==> config.mk <==
export PLATFORM = sky130hd
export DESIGN_NAME = exc_redirect_ctrl
export DESIGN_NICKNAME = d
export VERILOG_FILES = /design/src/rtl/exc_redirect_ctrl.sv
export SDC_FILE = /design/constraint.sdc
export NUM_CORES = 1
export LEC_CHECK = 0
export ABC_AREA = 1
export CORE_AREA = 10 10 98 100
export CTS_CLUSTER_DIAMETER = 150
export DETAILED_ROUTE_END_ITERATION = 8
export DIE_AREA = 0 0 108 110
export HOLD_SLACK_MARGIN = 0.1
export PLACE_DENSITY = 0.82
export SLEW_MARGIN = 0
export SYNTH_ARGS = -nofsm -noshare
export SYNTH_HDL_FRONTEND = slang
export SYNTH_SLANG_ARGS = --single-unit
export TNS_END_PERCENT = 10
==> constraint.sdc <==
create_clock -name clk -period 4 [get_ports clk]
set_clock_uncertainty 0.2 [all_clocks]
set_input_delay 0.8 -clock clk [delete_from_list [all_inputs] [get_ports clk]]
set_output_delay 0.8 -clock clk [all_outputs]
set_load 0.01 [all_outputs]
==> src/rtl/exc_redirect_ctrl.sv <==
// Exception take/return controller: queues the oldest exception request and, when its instruction reaches the ROB head, flushes and redirects fetch.
// Latency: flush starts the cycle after the ROB head match and lasts FLUSH_CYCLES cycles; the redirect strobe follows. An eret redirects one cycle after it is sampled.
// Backpressure: none. Requests that arrive while flushing, redirecting or in the handler are dropped, and unknown handler addresses are ignored.
module exc_redirect_ctrl #(
    parameter int INUM_W       = 6,
    parameter int FLUSH_CYCLES = 2
) (
    input  logic              clk,
    input  logic              rst,
    input  logic [15:0]       exc_handler_addr,
    input  logic [INUM_W-1:0] exc_inst_num,
    input  logic              rob_head_valid,
    input  logic [INUM_W-1:0] rob_head_inst_num,
    input  logic [15:0]       rob_head_pc,
    input  logic              eret,
    output logic              flush,
    output logic              redirect_valid,
    output logic [15:0]       redirect_addr,
    output logic [15:0]       epc,
    output logic [2:0]        cause,
    output logic              in_handler
);

    localparam logic [2:0] FLUSH_INIT = 3'(FLUSH_CYCLES);

    typedef enum logic [2:0] {
        S_IDLE,
        S_PEND,
        S_FLUSH,
        S_REDIR,
        S_HAND,
        S_RET
    } state_t;

    state_t            state_q, state_d;
    logic [15:0]       pend_addr_q, pend_addr_d;
    logic [INUM_W-1:0] pend_tag_q, pend_tag_d;
    logic [2:0]        pend_cause_q, pend_cause_d;
    logic [2:0]        cnt_q, cnt_d;
    logic [15:0]       epc_q, epc_d;
    logic [2:0]        cause_q, cause_d;
    logic              in_handler_q, in_handler_d;
    logic [15:0]       raddr_q, raddr_d;

    logic [2:0]        req_cause;
    logic              req_vld;
    logic [INUM_W-1:0] age_new;
    logic [INUM_W-1:0] age_pend;
    logic [15:0]       eff_addr;
    logic [INUM_W-1:0] eff_tag;
    logic [2:0]        eff_cause;

    // Decode the handler address into a cause code; unknown addresses do not count as requests.
    always_comb begin
        req_cause = 3'd0;
        case (exc_handler_addr)
            16'h02BC: req_cause = 3'd1;
            16'h02E4: req_cause = 3'd2;
            16'h030C: req_cause = 3'd3;
            16'h0334: req_cause = 3'd4;
            default:  req_cause = 3'd0;
        endcase
        req_vld  = (req_cause != 3'd0);
        // Distance from the ROB head; the subtraction wraps so tags stay comparable across rollover.
        age_new  = exc_inst_num - rob_head_inst_num;
        age_pend = pend_tag_q - rob_head_inst_num;
    end

    // Pending request after any same-cycle replacement by an older request.
    always_comb begin
        eff_addr  = pend_addr_q;
        eff_tag   = pend_tag_q;
        eff_cause = pend_cause_q;
        if (req_vld && (age_new < age_pend)) begin
            eff_addr  = exc_handler_addr;
            eff_tag   = exc_inst_num;
            eff_cause = req_cause;
        end
    end

    // State and datapath registers.
    always_ff @(posedge clk or posedge rst) begin
        if (rst) begin
            state_q      <= S_IDLE;
            pend_addr_q  <= 16'h0000;
            pend_tag_q   <= '0;
            pend_cause_q <= 3'd0;
            cnt_q        <= 3'd0;
            epc_q        <= 16'h0000;
            cause_q      <= 3'd0;
            in_handler_q <= 1'b0;
            raddr_q      <= 16'h0000;
        end else begin
            state_q      <= state_d;
            pend_addr_q  <= pend_addr_d;
            pend_tag_q   <= pend_tag_d;
            pend_cause_q <= pend_cause_d;
            cnt_q        <= cnt_d;
            epc_q        <= epc_d;
            cause_q      <= cause_d;
            in_handler_q <= in_handler_d;
            raddr_q      <= raddr_d;
        end
    end

    // Next state, plus the registers that load on particular transitions.
    always_comb begin
        state_d      = state_q;
        pend_addr_d  = pend_addr_q;
        pend_tag_d   = pend_tag_q;
        pend_cause_d = pend_cause_q;
        cnt_d        = cnt_q;
        epc_d        = epc_q;
        cause_d      = cause_q;
        in_handler_d = in_handler_q;
        raddr_d      = raddr_q;
        case (state_q)
            S_IDLE: begin
                // Capture only. A head match in the same cycle is picked up from PENDING next cycle.
                if (req_vld) begin
                    pend_addr_d  = exc_handler_addr;
                    pend_tag_d   = exc_inst_num;
                    pend_cause_d = req_cause;
                    state_d      = S_PEND;
                end
            end
            S_PEND: begin
                pend_addr_d  = eff_addr;
                pend_tag_d   = eff_tag;
                pend_cause_d = eff_cause;
                if (rob_head_valid && (rob_head_inst_num == eff_tag)) begin
                    epc_d   = rob_head_pc;
                    cause_d = eff_cause;
                    cnt_d   = FLUSH_INIT;
                    state_d = S_FLUSH;
                end
            end
            S_FLUSH: begin
                if (cnt_q <= 3'd1) begin
                    raddr_d = pend_addr_q;
                    state_d = S_REDIR;
                end else begin
                    cnt_d = cnt_q - 3'd1;
                end
            end
            S_REDIR: begin
                in_handler_d = 1'b1;
                state_d      = S_HAND;
            end
            S_HAND: begin
                if (eret) begin
                    raddr_d = epc_q;
                    state_d = S_RET;
                end
            end
            S_RET: begin
                in_handler_d = 1'b0;
                cause_d      = 3'd0;
                state_d      = S_IDLE;
            end
            default: state_d = S_IDLE;
        endcase
    end

    // Outputs depend only on state and registers, so an asynchronous reset clears them at once.
    always_comb begin
        flush          = (state_q == S_FLUSH) || (state_q == S_RET);
        redirect_valid = (state_q == S_REDIR) || (state_q == S_RET);
        redirect_addr  = raddr_q;
        epc            = epc_q;
        cause          = cause_q;
        in_handler     = in_handler_q;
    end

endmodule

==> results_dict.tcl <==
set metrics [dict create \
    drv_cap 0 \
    clockBufferDepth 2 \
    slew_headroom_pct 10.69 \
    grt_pass1_vias 4037 \
    yosys.area.top_type "dfrtp_1" \
    insertion_delay_ps 350 \
    cts_root_buf "clkbuf_8" \
    port_buffers 85 \
    max_freq_mhz 248.6 \
    r2r_cells 22 \
    synth.top_cell.area_share_pct 44.56 \
    synthXorXnorAreaFrac_pct 2.328 \
    synth_nets 556 \
    nets 695 \
    grt_max_degree 35 \
    dpl_cell_area_um2 4936 \
    pwr-share-clk_pct 15.9 \
    htree_num_levels 3 \
    synth_top_flop_cell "dfrtp_1" \
    dieWidth_um 108 \
    diodes 0 \
    drive_gt1_share_pct 24.49 \
    min_period_ps 4023 \
    cp_max_fo 6 \
    final_cells 735 \
    ant_nets 0 \
    dp_hpwl_mm 7.757 \
    synth-seq-area-share_pct 44.56 \
    grt-busiest-layer "met2" \
    synth_top_family_by_area "simple AND/OR/NAND/NOR gates" \
    switchingPower_mw 1.850 \
    postSynth.asyncResetShare_pct 100.0 \
    drt_wl_total_mm 14.00 \
    nFillCells 451 \
    cts_made_buffers 9 \
    ys_ff_latch 67 \
    netlist_instances 489 \
    placed_cells 698 \
    yosys-top-cells-area "dfrtp_1 45%, nand2_1 16%, inv_1 5.8%" \
    path_class "in -> reg" \
    cts_tree "done" \
    powerDensity_nw_per_um2 740.4 \
    core_um2 7647 \
    dp_worst_setup_slack_ps -803.9 \
    wl_per_cell_um 19.05 \
    synth_warnings 0 \
    grt_overflow_total 0 \
    syn_area_um2 3762 \
    syn_to_final_growth_pct 51.51 \
    grt_pass1_wl_mm 19.11 \
    end_kind "register" \
    gp_congestion 0.8755 \
    final_cell_mix "144 x nand2_1, 76 x clkdlybuf4s50_1, 67 x dfrtp_1" \
    comb_power_share_pct 57.5 \
    use_met1_pct 21.93 \
    grt_util_met3_pct 5.281 \
    total_leakage_power_nw 2.795 \
    cp.arrival_ps 4070 \
    grt_use_met2_pct 34.78 \
    synth_edf_count 0 \
    startpoint_type "input pin" \
    synth.mux.area_fraction_pct 0 \
    cp.required_ps 4050 \
    synth.avg_cell_area_um2 7.694 \
    die_y_um 110 \
    power_frac_seq_pct 26.6 \
    setup_violations 4 \
    p_int_mw 2.370 \
    yosysUniqueCellTypes 35 \
    vias 4218 \
    irDropWorstVdd_mv 0.3167 \
    tns_ps -68.68 \
    clkTransAtPathRegs_ps 80 \
    final_area_um2 5700 \
    num_rows 32 \
    swShare_pct 43.85 \
    final_common_cell "nand2_1" \
    hold_violations 0 \
    synth-simple-area-share_pct 29.60 \
    antenna_found_initial 0 \
    yosys.area_share.adder_pct 6.718 \
    max_slew.worst_pin.slew_ps 1340 \
    ioPinCount 86 \
    dieArea_um2 11880 \
    start_util_pct 49.20 \
    slew_violations 0 \
    synth_compound_area_share_pct 8.713 \
    fin_ws_ps -22.92 \
    viasPerCell 5.739 \
    holdCritPathClass "reg -> reg" \
    firstDrtPassIters 6 \
    first_iter_violations 345 \
    violations "setup timing" \
    drcViolationCount 0 \
    status "finished with violations" \
    hold_depth 1 \
    min_period_over_period_pct 100.6 \
    cts_sinks 67 \
    grt_util_all_layers_pct 19.88 \
]
[worst paths after layout]
check | from | to | slack, ps
max in group asynchronous | rst | pend_addr_q[1] | 2360
max reg2reg | pend_tag_q[1] | cause[2] | 210
max | rob_head_inst_num[2] | cause[2] | -20
min | pend_addr_q[2] | pend_addr_q[2] | 280
min reg2reg | pend_addr_q[2] | pend_addr_q[2] | 280
min in group asynchronous | rst | epc[10] | 500
[metal layers]
metal | wire length [µm] | up-vias | share of wire, %
met2 | 6931 | 290 | 50
li1 | - | 1846 | -
met5 | 0 | - | 0
met1 | 4859 | 1996 | 35
met4 | 951 | 0 | 6.8
met3 | 1257 | 86 | 9.0
[cell families (layout without fill, tap and decap cells)]
logic type | count (synthesis) | in the layout
xor+xnor | 10 | 10
buf+inv | 73 | 213
simple gates | 265 | 269
compound gates | 55 | 55
fa+ha+maj | 19 | 19
flops | 67 | 67
[power by group through the flow]
stage                     clock (mW)  sequential (mW)  combinational [mW]
after floorplan                    0             1.13                1.01
after global placement             0             1.08                1.76
after detailed placement           0             1.10                1.83
after CTS                      0.658             1.09                2.07
after global routing           0.692             1.14                2.60
final                          0.670             1.12                2.43
[synthesized netlist by cell type (2+ instances only)]
library cell / instances
o211ai_1: 2
buf_6: 3
xor2_1: 6
nand2_1: 164
nand3_1: 42
xnor2_1: 4
nand2_4: 2
fa_1: 2
or2_2: 2
inv_1: 58
nor2_2: 6
o21ai_0: 17
a21oi_1: 11
a31oi_1: 16
nor3_1: 4
o21ai_1: 3
buf_2: 2
clkbuf_1: 6
nand4_1: 3
ha_1: 17
nor2_1: 39
dfrtp_1: 67
[critical path: stages]
cell and delay, ps:
buf_8 80, inv_6 40, ha_4 320, nand2_4 70, nor2_4 140, a211oi_4 60, o21ai_2 190, a21oi_2 80
xor2_1 160, ha_1 330, a21oi_2 160, o21ai_2 100, a21oi_4 260, buf_12 160, nand3_2 100, nand3_2 90
nand2_1 80, inv_1 100, nand2_2 80, nor2_4 130, buf_12 130, nand3_4 140, nand3_2 180, nand2_1 70
[metrics by stage]
stage	hold slack, ps	utilization, %	total power [mW]
4_1_cts	274.1	70.40	3.818
3_5_place_dp	253.3	64.55	2.927
2_1_floorplan	236.5	-	2.140
6_report	276.3	74.54	4.220
3_3_place_gp	251.4	64.55	2.839
5_1_grt	289.6	74.54	4.429
[flip-flops by register name, summed over array words and instances (netlist names), 3 cells and up]
register,cells
pend_cause_q,3
cnt_q,3
state_q,3
epc,16
pend_addr_q,16
redirect_addr,16
cause,3
pend_tag_q,6
[cell type report]
type	instances	area (µm²)	share of cell area (%)
Inverter	61	249.0	4.368
Timing Repair inverter	2	17.52	0.3073
Multi-Input combinational cell	353	2120	37.18
Timing Repair Buffer	134	1275	22.37
Tap cell	102	127.6	2.239
Clock inverter	5	83.83	1.471
Sequential cell	67	1677	29.41
Clock buffer	11	151.4	2.656
[what timing repair did]
| action | in CTS | in global routing |
|---|---|---|
| cloned | 3 | 3 |
| setup endpoints to repair | 49 | 49 |
| hold endpoints to repair | 0 | 0 |
| pin swaps | 15 | 34 |
| gates resized for setup | 31 | 84 |
| hold buffers | 0 | 0 |
| setup buffers | 9 | 7 |
No activity file was read; power rests on OpenSTA's default activity.
==> patch 1, RTL diff (same flow settings) <==
Put a register stage on the output `cause`, cleared by the reset. The value now appears one clock later. The other outputs are not delayed to match.
--- a/src/rtl/exc_redirect_ctrl.sv
+++ b/src/rtl/exc_redirect_ctrl.sv
@@ -32,4 +32,6 @@
         S_RET
     } state_t;
+
+    logic [2:0] cause_c;
 
     state_t            state_q, state_d;
@@ -169,6 +171,14 @@
         redirect_addr  = raddr_q;
         epc            = epc_q;
-        cause          = cause_q;
+        cause_c        = cause_q;
         in_handler     = in_handler_q;
+    end
+
+    always_ff @(posedge clk or posedge rst) begin
+        if (rst) begin
+            cause <= '0;
+        end else begin
+            cause <= cause_c;
+        end
     end
 
Function: changed (a bounded check fails within 4 cycles, from zero or initial values and one cycle with rst high).
==> patch 1 against the unedited design <==
Routed wire length fell by 20%; total power down 8.7%; critical path type unchanged; fmax rose by 3.4%; synthesized area grew 4.5%; setup slack better by 0.13 ns; largest cell class unchanged; cell area is 3.3% lower; sequential share of layout area is 2.4 points higher; sequential cell count up 3.
==> patch 1: results <==
{
  "status": "complete, no violations",
  "ys_ff_latch": 70,
  "grt_usage_pct": 18.0,
  "min_delay_worst_endpoint": "cause[2]",
  "drt-wirelength-per-cell_um": 15.5,
  "synthTopCellsByArea": "dfrtp_1 45%, nand2_1 13%, nand3_1 8.0%",
  "grt_max_degree": 33,
  "p_comb_share_pct": 55.2,
  "p_per_area_mw_per_mm2": 699,
  "crit_slowest_cell": "clkdlybuf4s50_1",
  "worstHoldStart": "cause_c[2]",
  "n_all_buffers": 129,
  "grt_pass1_vias": 3703,
  "gp_congestion": 0.897,
  "synthAdderAreaFrac_pct": 6.43,
  "inverters_excl_clock": 58,
  "nets": 681,
  "dr.first_iter.drc_count": 234,
  "worst-r2r-cell-count": 21,
  "reg2reg_to": "cnt_q[2]",
  "p_leak_nw": 2.74,
  "crit_start": "rob_head_inst_num[4]",
  "nFillCells": 552,
  "grt_pass1_wl_um": 17200,
  "vias": 3822,
  "pg_clk_uw": 528,
  "worstReg2RegStart": "pend_tag_q[2]",
  "r2r_slack_ns": 0.34,
  "nClkBuffers": 10,
  "use_met2_pct": 31.8,
  "place_hpwl_um": 7890,
  "clkCellAreaFrac_pct": 3.29,
  "max_stage_delay_ns": 0.49,
  "grtUsageMet1_pct": 21.2,
  "synth_xor_area_share_pct": 2.23,
  "syn_nets": 553,
  "drive_gt1_share_pct": 19.7,
  "worstMarginPinSlew_ns": 0.811,
  "multi_input_area_share_pct": 36.9,
  "synth_compound_area_share_pct": 8.12,
  "worstHoldPathType": "reg -> reg",
  "seq-cell-share_pct": 31.8,
  "yosysUniqueCellTypes": 36,
  "synthTopCellsByCount": "136 x nand2_1, 70 x dfrtp_1, 63 x nand3_1, 55 x inv_1, 38 x nor2_1",
  "worstPathArrival_ns": 3.94,
  "worst_ir_drop_vdd_v": 0.000309
}
[patch 1: timing repair]
item / 4_1_cts / 5_1_grt
setup buffers: 4 / 6
hold endpoints to repair: 0 / 0
cloned: 2 / 1
gates resized for setup: 18 / 30
endpoints found under the setup margin: 47 / 45
pin swaps: 6 / 19
[patch 1: logic make-up (layout without fill, tap and decap cells)]
group,count (synthesis),count (layout)
adders and majority gates,19,19
and+or+nand+nor,258,260
AOI/OAI and AO/OA,52,52
xor gates and xnor gates,10,10
muxes,5,5
buffers and inverters,72,203
DFF,70,70
[patch 1: routing by layer]
metal  wire length, um  share of wire (%)
met1              4470                 40
met2              5750                 51
met3               783                7.0
met4               204                1.8
met5                 0                  0
[patch 1: stage by stage]
| step | setup WS [ns] | std cells | util, % |
|---|---|---|---|
| detailed placement | -0.688 | 692 | 66.4 |
| CTS | 0.00980 | 714 | 70.1 |
| global route | -0.0299 | 721 | 72.1 |
| global placement | -0.444 | 692 | 66.4 |
| finish | 0.109 | 721 | 72.1 |
| floorplan | 0.151 | 486 | - |
==> patch 2, RTL diff (same settings) <==
Made on the original files. Change the parameter `INUM_W` from 6 to 8.
--- a/src/rtl/exc_redirect_ctrl.sv
+++ b/src/rtl/exc_redirect_ctrl.sv
@@ -3,5 +3,5 @@
 // Backpressure: none. Requests that arrive while flushing, redirecting or in the handler are dropped, and unknown handler addresses are ignored.
 module exc_redirect_ctrl #(
-    parameter int INUM_W       = 6,
+    parameter int INUM_W       = 8,
     parameter int FLUSH_CYCLES = 2
 ) (
Interface: changed (resized exc_inst_num and rob_head_inst_num); port bits go from 86 to 90. The function was not compared with the original's and may differ.
==> patch 2 against the unedited design <==
The flow finishes with violations (max-capacitance violations, max-slew violations, negative setup slack); count of clock-buffer cells in the layout down 1; setup slack worse by 0.36 ns; sequential cell count up 2; core utilization up 6.0 points; fmax down 8.3%; cell area up 8.0%; routed wire length down 4.2%; synthesized area up 12%; via count up 2.2%; critical path type unchanged.
Power is not compared: it rests on default switching activity, and its combinational part moved more than twofold at a synthesized area within 25%.
==> patch 2: results <==
{
  "maxCapViolCount": 1,
  "status": "finished, violations left",
  "slew_headroom_pct": -1.80,
  "violations": "max-capacitance violations, max-slew violations, negative setup slack",
  "nFillCells": 482,
  "first_pass_iters": 5,
  "worstPathArrival_ns": 4.49,
  "syn_nets": 615,
  "clk-insertion-delay-late_ns": 0.36,
  "clk_pin_slew_ns": 0.08,
  "grt_usage_pct": 21.5,
  "cts_buffer_depth": 2,
  "drive_gt1_share_pct": 26.3,
  "setup_violations": 25,
  "p_leak_nw": 3.02,
  "yosysMostFrequentCell": "nand2_1",
  "drt-total-wl_um": 13400,
  "async_flop_share_pct": 100,
  "yosys_warnings": 0,
  "port_buffers": 89,
  "vias": 4310,
  "grt_max_degree": 38,
  "internal_power_mw": 1.69,
  "grt_pass1_wl_um": 20400,
  "r2r_slack_ns": -0.17,
  "path_max_fanout": 7,
  "setup_ws_ns": -0.387,
  "ctsHtreeMaxLevel": 3,
  "synthCells": 538,
  "drt-wirelength-per-cell_um": 16.9,
  "pre_cts_slack_ns": -1.03,
  "synthTopCellsByCount": "141 x nand2_1, 69 x dfrtp_1, 62 x inv_1, 59 x nand3_1, 42 x nor2_1",
  "synthFlopType": "dfrtp_1",
  "worstReg2RegStart": "pend_tag_q[0]",
  "worst-r2r-cell-count": 25,
  "worstHoldStart": "pend_addr_q[3]",
  "synthTopCellsByArea": "dfrtp_1 41%, nand2_1 13%, nand3_1 7.0%",
  "worst_ir_drop_vdd_v": 0.000383,
  "dr.first_iter.drc_count": 265,
  "min_delay_worst_endpoint": "pend_addr_q[3]",
  "slew_viol_final": 12,
  "antenna_found_initial": 0,
  "yosysSeqAreaShare_pct": 41.1,
  "place_hpwl_um": 9420,
  "cts_root_buf": "clkbuf_8",
  "reg2reg_to": "epc[4]",
  "nets": 765,
  "min_delay_path_depth": 2,
  "antennaDiodeCount": 0,
  "gp_congestion": 0.905,
  "yosysUniqueCellTypes": 36,
  "numCtsBuffers": 9,
  "dpl.cell_count": 763,
  "worstHoldPathType": "reg -> reg"
}
[patch 2: cell count changes after synthesis, sizes merged, moves of 3 or more]
| cell | unedited run | this run |
|---|---|---|
| nand3 | 43 | 62 |
| nand2 | 167 | 157 |
| a21oi | 12 | 19 |
| ha | 17 | 23 |
| inv | 59 | 64 |
| nor2 | 45 | 50 |
| o21ai | 21 | 25 |
| clkbuf | 6 | 9 |
[patch 2: cell families after synthesis]
family	count (synthesis)	share of synthesized area, %
simple gates	282	30.6
buf+inv	81	8.07
flops	69	41.1
compound gates	67	9.51
xor+xnor	14	2.92
fa+ha+maj	25	7.81
[patch 2: routing by layer]
layer / global-route usage (%) / share of wire, %
met1: 22.8 / 37
met4: 8.40 / 3.4
met2: 41.1 / 54
met3: 3.95 / 6.2
met5: 0 / 0
[patch 2: how the worst max path moves through the flow]
stage               endpoint            startpoint  slack (ns)
floorplan             epc[0]  rob_head_inst_num[2]       -0.12
global placement    cause[1]  rob_head_inst_num[2]       -0.90
detailed placement  cause[0]  rob_head_inst_num[2]       -1.03
CTS                  epc[10]  rob_head_inst_num[2]       -0.23
global route          epc[4]  rob_head_inst_num[2]       -0.56
finish                epc[4]  rob_head_inst_num[2]       -0.39
[patch 2: layout make-up]
type | instances | area share, %
repair buffers | 152 | 22.3
multi-input cells | 392 | 40.1
inverters | 64 | 3.96
flip-flops and latches | 69 | 28.0
clock inverters | 6 | 1.42
well taps | 102 | 2.07
clock buffers | 10 | 2.07
[patch 2: critical path, cell delays in order]
cell        delay [ns]
buf_8             0.08
clkinvlp_4        0.12
ha_4              0.27
a21oi_1           0.16
nand2_2           0.09
a21oi_2           0.19
o21ai_2           0.08
a21o_1            0.16
a21oi_2           0.13
xor2_1            0.15
ha_1              0.27
a21oi_2           0.19
o21ai_4           0.09
a21oi_4           0.25
nand2_4           0.14
nand2_2           0.09
nand2_1           0.06
nand2_1           0.08
nand2_1           0.08
nor2_2            0.14
nand3_4           0.12
nor2_8            0.29
buf_4             0.21
nand3_1           0.10
nand2_1           0.11
[patch 2: metrics by stage]
stage | instance area (um^2) | TNS [ns] | hold WS, ns
final | 6160 | -6.85 | 0.276
after detailed placement | 5570 | -41.93 | 0.258
after global placement | 5570 | -35.75 | 0.257
after CTS | 6070 | -4.65 | 0.276
after floorplan | 4250 | -1.43 | 0.240
after global routing | 6160 | -13.41 | 0.311
[patch 2: timing repair]
action                     CTS  global route
resized for setup           61            31
gates cloned                 4             1
pin swaps                   33            26
setup endpoints to repair   51            51
setup buffers                9             2
[patch 2: power groups by stage]
stage,registers (mW),clock network (mW),logic (mW)
finish,0.920,0.642,1.15
floorplan,0.941,0,0.543
detailed placement,0.927,0,1.03
global route,0.927,0.668,1.26
CTS,0.916,0.636,1.12
global placement,0.920,0,0.997
